## config.mk

```make
export PLATFORM = sky130hd
export DESIGN_NAME = ps2_ascii_kbd
export DESIGN_NICKNAME = d
export VERILOG_FILES = /design/src/rtl/ps2_ascii_kbd.sv
export SDC_FILE = /design/constraint.sdc
export NUM_CORES = 1
export LEC_CHECK = 0
export CORE_ASPECT_RATIO = 0.6
export CORE_MARGIN = 3
export CORE_UTILIZATION = 41
export DETAILED_ROUTE_END_ITERATION = 8
export MAX_ROUTING_LAYER = met4
export RECOVER_POWER = 100
export REMOVE_ABC_BUFFERS = 1
export SKIP_LAST_GASP = 1
export SLEW_MARGIN = 20
export SYNTH_ARGS = -nofsm -noshare
export SYNTH_HDL_FRONTEND = slang
export SYNTH_SLANG_ARGS = --single-unit
```

## constraint.sdc

```tcl
create_clock -name clk -period 5.45 [get_ports clk]
set_clock_uncertainty 0.15 [all_clocks]
set_input_delay 1.09 -clock clk [delete_from_list [all_inputs] [get_ports clk]]
set_output_delay 1.09 -clock clk [all_outputs]
set_load 0.05 [all_outputs]
```

## src/rtl/ps2_ascii_kbd.sv

```systemverilog
// PS/2 set-2 keyboard front end: frame receiver, make/break/extended decoder,
// shift tracking and ASCII mapping of the currently held key.
module ps2_ascii_kbd #(
  parameter int TIMEOUT = 50000
) (
  input  logic       clk,
  input  logic       rst,
  input  logic       ps2_clk,
  input  logic       ps2_data,
  output logic [7:0] kbdata,
  output logic [7:0] scancode,
  output logic       key_down,
  output logic       ready,
  output logic       frame_err,
  output logic [7:0] key_cnt
);

  localparam int CW = $clog2(TIMEOUT + 1);

  typedef enum logic {R_IDLE, R_RECV} rx_state_t;
  typedef enum logic [1:0] {NORM, BRK, EXT, EXT_BRK} dec_state_t;

  logic [2:0] clk_sync_reg, dat_sync_reg;
  logic       clk_prev_reg;
  logic [1:0] fill_reg;
  logic       armed_reg;
  logic       fall;

  // Edges are only honoured once the synchronizer has refilled from the pin
  // and the line has been seen high, so a low ps2_clk at reset cannot start a frame.
  always_ff @(posedge clk) begin
    if (rst) begin
      clk_sync_reg <= 3'b111;
      dat_sync_reg <= 3'b111;
      clk_prev_reg <= 1'b1;
      fill_reg     <= 2'd0;
      armed_reg    <= 1'b0;
    end else begin
      clk_sync_reg <= {clk_sync_reg[1:0], ps2_clk};
      dat_sync_reg <= {dat_sync_reg[1:0], ps2_data};
      clk_prev_reg <= clk_sync_reg[2];
      if (fill_reg != 2'd3) fill_reg <= fill_reg + 2'd1;
      else if (clk_sync_reg[2]) armed_reg <= 1'b1;
    end
  end

  assign fall = armed_reg & clk_prev_reg & ~clk_sync_reg[2];

  rx_state_t      rx_state_reg, rx_state_next;
  logic [3:0]     bit_cnt_reg, bit_cnt_next;
  logic [10:0]    shift_reg, shift_next;
  logic [CW-1:0]  idle_reg, idle_next;
  logic           byte_valid_reg, byte_valid_next;
  logic           frame_err_reg, frame_err_next;
  logic [7:0]     rx_byte_reg, rx_byte_next;
  logic [10:0]    frame;

  assign frame = {dat_sync_reg[2], shift_reg[10:1]};

  always_ff @(posedge clk) begin
    if (rst) begin
      rx_state_reg   <= R_IDLE;
      bit_cnt_reg    <= 4'd0;
      shift_reg      <= 11'd0;
      idle_reg       <= '0;
      byte_valid_reg <= 1'b0;
      frame_err_reg  <= 1'b0;
      rx_byte_reg    <= 8'd0;
    end else begin
      rx_state_reg   <= rx_state_next;
      bit_cnt_reg    <= bit_cnt_next;
      shift_reg      <= shift_next;
      idle_reg       <= idle_next;
      byte_valid_reg <= byte_valid_next;
      frame_err_reg  <= frame_err_next;
      rx_byte_reg    <= rx_byte_next;
    end
  end

  always_comb begin
    rx_state_next   = rx_state_reg;
    bit_cnt_next    = bit_cnt_reg;
    shift_next      = shift_reg;
    idle_next       = idle_reg;
    byte_valid_next = 1'b0;
    frame_err_next  = 1'b0;
    rx_byte_next    = rx_byte_reg;
    case (rx_state_reg)
      R_IDLE: begin
        if (fall) begin
          shift_next    = frame;
          bit_cnt_next  = 4'd1;
          idle_next     = '0;
          rx_state_next = R_RECV;
        end
      end
      default: begin
        if (fall) begin
          shift_next = frame;
          idle_next  = '0;
          if (bit_cnt_reg == 4'd10) begin
            rx_state_next = R_IDLE;
            bit_cnt_next  = 4'd0;
            // start low, stop high, odd parity over data plus parity bit
            if (!frame[0] && frame[10] && (^frame[9:1])) begin
              byte_valid_next = 1'b1;
              rx_byte_next    = frame[8:1];
            end else begin
              frame_err_next = 1'b1;
            end
          end else begin
            bit_cnt_next = bit_cnt_reg + 4'd1;
          end
        end else if (idle_reg >= CW'(TIMEOUT)) begin
          rx_state_next = R_IDLE;
          bit_cnt_next  = 4'd0;
        end else begin
          idle_next = idle_reg + CW'(1);
        end
      end
    endcase
  end

  function automatic logic [7:0] map_key(input logic [7:0] b, input logic shift);
    logic [7:0] up;
    logic [7:0] other;
    up    = 8'h00;
    other = 8'h00;
    case (b)
      8'h1C: up = 8'h41;  8'h32: up = 8'h42;  8'h21: up = 8'h43;  8'h23: up = 8'h44;
      8'h24: up = 8'h45;  8'h2B: up = 8'h46;  8'h34: up = 8'h47;  8'h33: up = 8'h48;
      8'h43: up = 8'h49;  8'h3B: up = 8'h4A;  8'h42: up = 8'h4B;  8'h4B: up = 8'h4C;
      8'h3A: up = 8'h4D;  8'h31: up = 8'h4E;  8'h44: up = 8'h4F;  8'h4D: up = 8'h50;
      8'h15: up = 8'h51;  8'h2D: up = 8'h52;  8'h1B: up = 8'h53;  8'h2C: up = 8'h54;
      8'h3C: up = 8'h55;  8'h2A: up = 8'h56;  8'h1D: up = 8'h57;  8'h22: up = 8'h58;
      8'h35: up = 8'h59;  8'h1A: up = 8'h5A;
      8'h45: other = 8'h30;  8'h16: other = 8'h31;  8'h1E: other = 8'h32;
      8'h26: other = 8'h33;  8'h25: other = 8'h34;  8'h2E: other = 8'h35;
      8'h36: other = 8'h36;  8'h3D: other = 8'h37;  8'h3E: other = 8'h38;
      8'h46: other = 8'h39;  8'h29: other = 8'h20;  8'h5A: other = 8'h0D;
      default: ;
    endcase
    if (up != 8'h00) return shift ? up + 8'd32 : up;
    return other;
  endfunction

  dec_state_t dec_state_reg, dec_state_next;
  logic       shift_l_reg, shift_l_next, shift_r_reg, shift_r_next;
  logic [7:0] kbdata_reg, kbdata_next, scancode_reg, scancode_next, key_cnt_reg, key_cnt_next;
  logic       key_down_reg, key_down_next, ready_reg, ready_next;

  always_ff @(posedge clk) begin
    if (rst) begin
      dec_state_reg <= NORM;
      shift_l_reg   <= 1'b0;
      shift_r_reg   <= 1'b0;
      kbdata_reg    <= 8'd0;
      scancode_reg  <= 8'd0;
      key_cnt_reg   <= 8'd0;
      key_down_reg  <= 1'b0;
      ready_reg     <= 1'b0;
    end else begin
      dec_state_reg <= dec_state_next;
      shift_l_reg   <= shift_l_next;
      shift_r_reg   <= shift_r_next;
      kbdata_reg    <= kbdata_next;
      scancode_reg  <= scancode_next;
      key_cnt_reg   <= key_cnt_next;
      key_down_reg  <= key_down_next;
      ready_reg     <= ready_next;
    end
  end

  always_comb begin
    dec_state_next = dec_state_reg;
    shift_l_next   = shift_l_reg;
    shift_r_next   = shift_r_reg;
    kbdata_next    = kbdata_reg;
    scancode_next  = scancode_reg;
    key_cnt_next   = key_cnt_reg;
    key_down_next  = key_down_reg;
    ready_next     = 1'b0;
    if (byte_valid_reg) begin
      case (dec_state_reg)
        NORM: begin
          if (rx_byte_reg == 8'hF0)      dec_state_next = BRK;
          else if (rx_byte_reg == 8'hE0) dec_state_next = EXT;
          else if (rx_byte_reg == 8'h12) shift_l_next = 1'b1;
          else if (rx_byte_reg == 8'h59) shift_r_next = 1'b1;
          else if (!(rx_byte_reg == scancode_reg && key_down_reg)) begin
            scancode_next = rx_byte_reg;
            key_down_next = 1'b1;
            kbdata_next   = map_key(rx_byte_reg, shift_l_reg | shift_r_reg);
            ready_next    = 1'b1;
            key_cnt_next  = key_cnt_reg + 8'd1;
          end
        end
        BRK: begin
          dec_state_next = NORM;
          if (rx_byte_reg == 8'h12)      shift_l_next = 1'b0;
          else if (rx_byte_reg == 8'h59) shift_r_next = 1'b0;
          else if (rx_byte_reg == scancode_reg) begin
            key_down_next = 1'b0;
            kbdata_next   = 8'd0;
          end
        end
        EXT:     dec_state_next = (rx_byte_reg == 8'hF0) ? EXT_BRK : NORM;
        default: dec_state_next = NORM;
      endcase
    end
  end

  assign kbdata    = kbdata_reg;
  assign scancode  = scancode_reg;
  assign key_down  = key_down_reg;
  assign ready     = ready_reg;
  assign frame_err = frame_err_reg;
  assign key_cnt   = key_cnt_reg;

endmodule

```

Yosys cells after proc, flatten, opt, wreduce, memory -nomap -nowiden --
Index checks and enable logic that the tools add are counted. Widths: inputs -> output; s select.
Operators by class: reductions and logical operators 21, equality and inequality tests 61, mux-type cells 71, $add $sub $neg 5, $lt $le $gt $ge 1, bitwise operators 15
Operators with widths (number):
- $eq 8x6->1 const B | 23
- $pmux 7 s26 | 1
- $mux 8 | 18
- $eq 8x7->1 const B | 9
- $pmux 6 s12 | 1
- $eq 8x5->1 const B | 8
- $mux 16 | 4
- $mux 1 | 34
- $ne 2x2->1 const B | 14
- $mux 4 | 5
- $add 16x1->16 const B | 1
- $eq 8x8->1 const B | 2
- $ge 16x16->1 const B | 1
- $pmux 8 s2 | 1
- $not 1->1 | 12
- $reduce_and 10->1 | 1
- $reduce_xor 9->1 | 1
- $add 8x1->8 const B | 1
- $add 8x6->8 const B | 1
- $eq 8x8->1 | 1
- $reduce_and 2->1 | 4
- $reduce_and 8->1 | 1
- $reduce_bool 8->1 | 1
- $reduce_and 7->1 | 1
- other kinds (19) | 28
Storage, ports and cells: register bits 82, output and inout bits 27

Logic depth before layout (Yosys ltp) --
depth in word-level cells 25, depth in mapped cells 9, mapped depth without buffers 8

Least setup slack after synthesis --
OpenSTA, ideal clock, no wires.
kind register to register, from register scancode_reg[5] (netlist: scancode[5]), to register key_cnt_reg[6] (netlist: key_cnt[6]), library setup time 0.070 ns, period minus slack after synthesis 2.168 ns, slack 3.282 ns, stages on the path, launching flop included 7, arrival 1.948 ns, path through dfxtp_1 > xnor2_1 > and4_1 > a31oi_4 > nand2_2 > or4_1 > a21oi_1
Between the ends: word-level cells in the longest chain between the ends 4
Ends and longest elaborated chain:
- start, declared | RTL line 149 | logic [7:0] kbdata_reg, kbdata_next, scancode_reg, scancode_next, key_cnt_reg, key_cnt_next;
- start signal, assigned | RTL line 167 | scancode_reg <= scancode_next;
- $eq 8x8->1 | RTL line 190 | else if (!(rx_byte_reg == scancode_reg && key_down_reg)) begin
- $logic_and 1x1->1 | RTL line 190
- $not 1->1 (no source line)
- $reduce_and 7->1 (no source line)
- end signal, assigned | RTL line 168 | key_cnt_reg <= key_cnt_next;
- end, declared | RTL line 149
Every way passes these cells. A chain may end at the register's enable or synchronous reset.

Worst setup path after layout --
from register rx_byte_reg[5], to register kbdata_reg[5] (netlist: kbdata[5])
Between the ends: word-level cells in the longest chain between the ends 25
Ends and longest elaborated chain:
- start, declared | RTL line 55 | logic [7:0] rx_byte_reg, rx_byte_next;
- start signal, assigned | RTL line 76 | rx_byte_reg <= rx_byte_next;
- $eq 8x5->1 (tied with other cells) | RTL line 129 | case (b)
- $pmux 7 s26 | RTL line 129
- $mux 8 | RTL line 190
- $mux 8 | RTL line 189 | else if (rx_byte_reg == 8'h59) shift_r_next = 1'b1;
- $mux 8 | RTL line 188 | else if (rx_byte_reg == 8'h12) shift_l_next = 1'b1;
- $mux 8 | RTL line 187 | else if (rx_byte_reg == 8'hE0) dec_state_next = EXT;
- $mux 8 | RTL line 186 | if (rx_byte_reg == 8'hF0) dec_state_next = BRK;
- $mux 8 | RTL line 184 | case (dec_state_reg)
- [9 not listed]
- $mux 1 | RTL line 183 | if (byte_valid_reg) begin
- $mux 8 | RTL line 144 | return other;
- $mux 8 | RTL line 190
- $mux 8 | RTL line 189
- $mux 8 | RTL line 188
- $mux 8 | RTL line 187
- $mux 8 | RTL line 186
- $pmux 8 s2 | RTL line 184
- end signal, assigned | RTL line 166 | kbdata_reg <= kbdata_next;
- end, declared | RTL line 149
Several ways; a longest one is shown, not always the timed one. The select of a mux whose other input is x is not followed.

==> summary.md <==
| Metric | Value |
|---|---|
| Postcts setup bufs | 0 |
| Seq/Total Area, Yosys | 35.6% |
| Area grow syn2layout | 12.2% |
| Power Total | 1.23 mW |
| Initial core utilization | 43.8% |
| Final hold vios | 0 |
| Count of final max-slew check failures | 40 |
| Final cell count without fillers | 692 |
| # hold bufs at CTS | 0 |
| Cell-internal power | 0.969 mW |
| N_diodes | 0 |
| Final worst path period need | 4.03 ns |
| Final setup viols | 0 |
| Synth Instances | 551 |
| Number of global-route vias before repair | 3626 |
| Crit end category | register |
| Layout Cell Area excl Fill | 5040 um^2 |
| Peak VDD IR | 0.000172 V |
| Die width | 141 um |
| CTS clk-pin slew, worst paths | 0.06 ns |
| Antenna violations before repair | 0 |
| Largest register FFs | 16 |
| Largest family of logic cells by synthesized area | simple AND/OR/NAND/NOR gates |
| Critical Path Start | rx_byte_reg[5]$_SDFFE_PP0P_ |
| Hold slack | 0.258 ns |
| Static leakage | 1.82 nW |
| Post-CTS Resized | 0 |
| Core Footprint | 10300 um^2 |
| Seq pwr share | 48.2% |
| Worst-margin pin slew | 1.63 ns |
| Pre-CTS setup slack | 2.06 ns |
| H-Tree Depth | 3 |
| Worst path max stage delay | 1.11 ns |
| Clk_lat worst skew | 0.34 ns |
| Die area | 12300 um^2 |
| First-pass GRT wire length | 18300 um |
| Placement Cell Area | 4750 um^2 |
| MaxCap Viol Count | 1 |
| RSZ-0062 raised after global routing | false |
| Post-Synth Simple-Gate Area | 29.3% |
| Max clock buf depth | 2 |
| Row count | 28 |
| WS Path Type | reg -> reg |
| TritonCTS clock tree | done |
| Final design utilization | 49.1% |
| Synth Area in XOR/XNOR | 7.12% |
| Fill cells | 977 |
| Mux cell area share after synthesis | 2.89% |
| CTS Sinks | 80 |
| Final worst setup slack | 1.42 ns |
| Critical Path Fanout Max | 25 |
| Clk pwr share | 49.7% |
| Total instance count after detailed placement | 676 |
| Total GRT Usage | 18.7% |
| Failing checks | max-capacitance violations, max-slew violations |
| Sw frac | 21.4% |
| Relative slew slack | -8.99% |
| Starting DRT DRC Count | 338 |
| CP top delay family | simple AND/OR/NAND/NOR gates |
| Hold Path Origin | dat_sync_reg[1]$_SDFF_PP1_ |
| Reg2reg start | rx_byte_reg[5]$_SDFFE_PP0P_ |
| CP max-delay cell | a311oi_1 |
| Post-route antenna net violation count | 0 |
| Worst endpoint required time | 5.55 ns |
| Routed len/inst | 15.4 um |
| Fin nets | 562 |
| Layout cells sized above 1 | 7.72% |
| Placer congestion estimate | 0.954 |
| Post-synth EDFFs | 0 |
| Gate power share | 2.1% |
| Final wirelength | 10600 um |
| WP data arrival | 4.13 ns |
| Highest clock rate | 248 MHz |
| Most used DFF post-synth | dfxtp_1 |
| Synth Area in Compound Gates | 16.6% |
| Sw power | 0.264 mW |
| Synth Register Bits | 80 |
| Buf+Inv Stages, Crit Path | 0 |
| Post-synthesis average cell area | 8.16 um^2 |
| Critical-path cell list | nor4bb_1 > and3_4 > a311oi_1 > nand2_2 > or2_0 > o32ai_2 |
| Die height | 87.1 um |
| HP Class | reg -> reg |
| Number of remaining DRC errors | 0 |
| Mapped cell area | 4500 um^2 |
| CP Launch Type | register |
| CTS buffer count | 9 |
| Status | finished with violations |
| Root buffer cell | clkbuf_16 |
| DP Wirelength | 7450 um |
| FFs w/ async S/R, synth | 0% |
| GRT overflow | 0 |
| # port buffers | 29 |
| Synth Area in Adders | 1.67% |
| Setup TNS | 0 ns |
| Drt pass-1 iters | 5 |
| Via/cell ratio | 5.67 |
| Syn. warnings | 0 |
| Period utilization | 74.0% |
| Distinct cell type count after synthesis | 72 |
| Largest net degree at the start of global routing | 40 |
| Routed via count | 3925 |
| I/O pin total | 31 |
| PD cells | 244 nW/um^2 |
-- final timing paths --
check	cells after the start	endpoint	slack [ns]
hold / removal	1	dat_sync_reg[2]$_SDFF_PP1_	0.26
hold reg to reg	1	dat_sync_reg[2]$_SDFF_PP1_	0.26
setup / recovery	6	kbdata[5]$_SDFFE_PP0P_	1.42
setup reg to reg	6	kbdata[5]$_SDFFE_PP0P_	1.42
-- power groups by stage --
| stage | sequential (mW) | clock, mW | combinational [mW] |
|---|---|---|---|
| 6_report | 0.594 | 0.612 | 0.0265 |
| 4_1_cts | 0.594 | 0.630 | 0.0269 |
| 2_1_floorplan | 0.607 | 0 | 0.0154 |
| 3_3_place_gp | 0.607 | 0 | 0.0259 |
| 5_1_grt | 0.595 | 0.657 | 0.0299 |
| 3_5_place_dp | 0.607 | 0 | 0.0268 |
-- cells in the final DEF, fill, tap and decap left out, types with 3 or more instances in the layout --
| cell | instances |
|---|---|
| xor2_1 | 15 |
| a21oi_1 | 46 |
| clkbuf_16 | 9 |
| a211oi_1 | 3 |
| nor2b_1 | 7 |
| o21ai_0 | 16 |
| dfxtp_1 | 80 |
| inv_1 | 21 |
| nand4_1 | 12 |
| nand2_1 | 51 |
| o22ai_1 | 9 |
| ha_1 | 6 |
| or4bb_1 | 3 |
| or2_2 | 8 |
| and2_1 | 4 |
| nand3_1 | 26 |
| o31ai_1 | 4 |
| nor2_1 | 53 |
| nor3_1 | 14 |
| buf_4 | 3 |
| nor3b_1 | 3 |
| and3_1 | 7 |
| nand2b_1 | 13 |
| dlygate4sd3_1 | 26 |
| mux2i_1 | 13 |
| nor4bb_1 | 4 |
| or3_1 | 9 |
| nand3b_1 | 4 |
| xnor2_1 | 19 |
| or4_1 | 7 |
-- routing by layer --
metal | global-route usage, % | wire [um] | vias up
met2 | 24.3 | 4020 | 146
met3 | 5.38 | 837 | 10
li1 | - | - | 1935
met4 | 4.66 | 109 | 0
met1 | 28.0 | 5670 | 1834
met5 | - | 0 | -
-- synthesized netlist by cell type (3+ instances only) --
cell / instances / area (um^2)
nand3_1: 26 / 130
clkbuf_1: 14 / 52.6
xor2_1: 15 / 131
nor2_1: 53 / 199
nor3_1: 14 / 70.1
or2_2: 8 / 50.1
mux2i_1: 13 / 130
or3_1: 9 / 56.3
dfxtp_1: 80 / 1600
a21oi_1: 46 / 230
inv_1: 21 / 78.8
o31ai_1: 4 / 30.0
or4bb_1: 3 / 33.8
a211oi_1: 3 / 22.5
and3_1: 7 / 43.8
nand2_1: 51 / 191
nor3b_1: 3 / 22.5
buf_4: 4 / 30.0
nand2b_1: 13 / 81.3
ha_1: 6 / 75.1
or4_1: 7 / 52.6
buf_6: 3 / 33.8
xnor2_1: 19 / 166
nor4bb_1: 4 / 40.0
and2_1: 4 / 25.0
nor2b_1: 7 / 43.8
buf_2: 22 / 110
nand3b_1: 4 / 30.0
o21ai_0: 14 / 70.1
o22ai_1: 9 / 56.3
nand4_1: 12 / 75.1
-- cell type report --
type	count	area [um^2]	area share [%]
Inverter	21	78.8	1.56
Clock buffer	10	239	4.74
Multi-Input combinational cell	407	2580	51.2
Clock inverter	6	65.1	1.29
Sequential cell	80	1600	31.8
Timing Repair Buffer	33	310	6.15
Tap cell	135	169	3.35
-- worst reg2reg max path, cell delays in order, from the launching register on --
cell	delay, ns
dfxtp_1	0.87
nor4bb_1	0.22
and3_4	0.23
a311oi_1	1.11
nand2_2	0.49
or2_0	0.55
o32ai_2	0.32
-- cells by family (layout without fill, tap and decap cells) --
| group | count (synthesis) | count (layout) |
|---|---|---|
| XOR/XNOR | 35 | 35 |
| flip-flops | 80 | 80 |
| AO/OA/AOI/OAI | 108 | 108 |
| adder cells (fa/ha/maj) | 6 | 6 |
| other | 1 | 1 |
| buffers and inverters | 64 | 70 |
| multiplexers | 13 | 13 |
| AND/OR/NAND/NOR | 244 | 244 |
(Power assumes the default switching activity.)
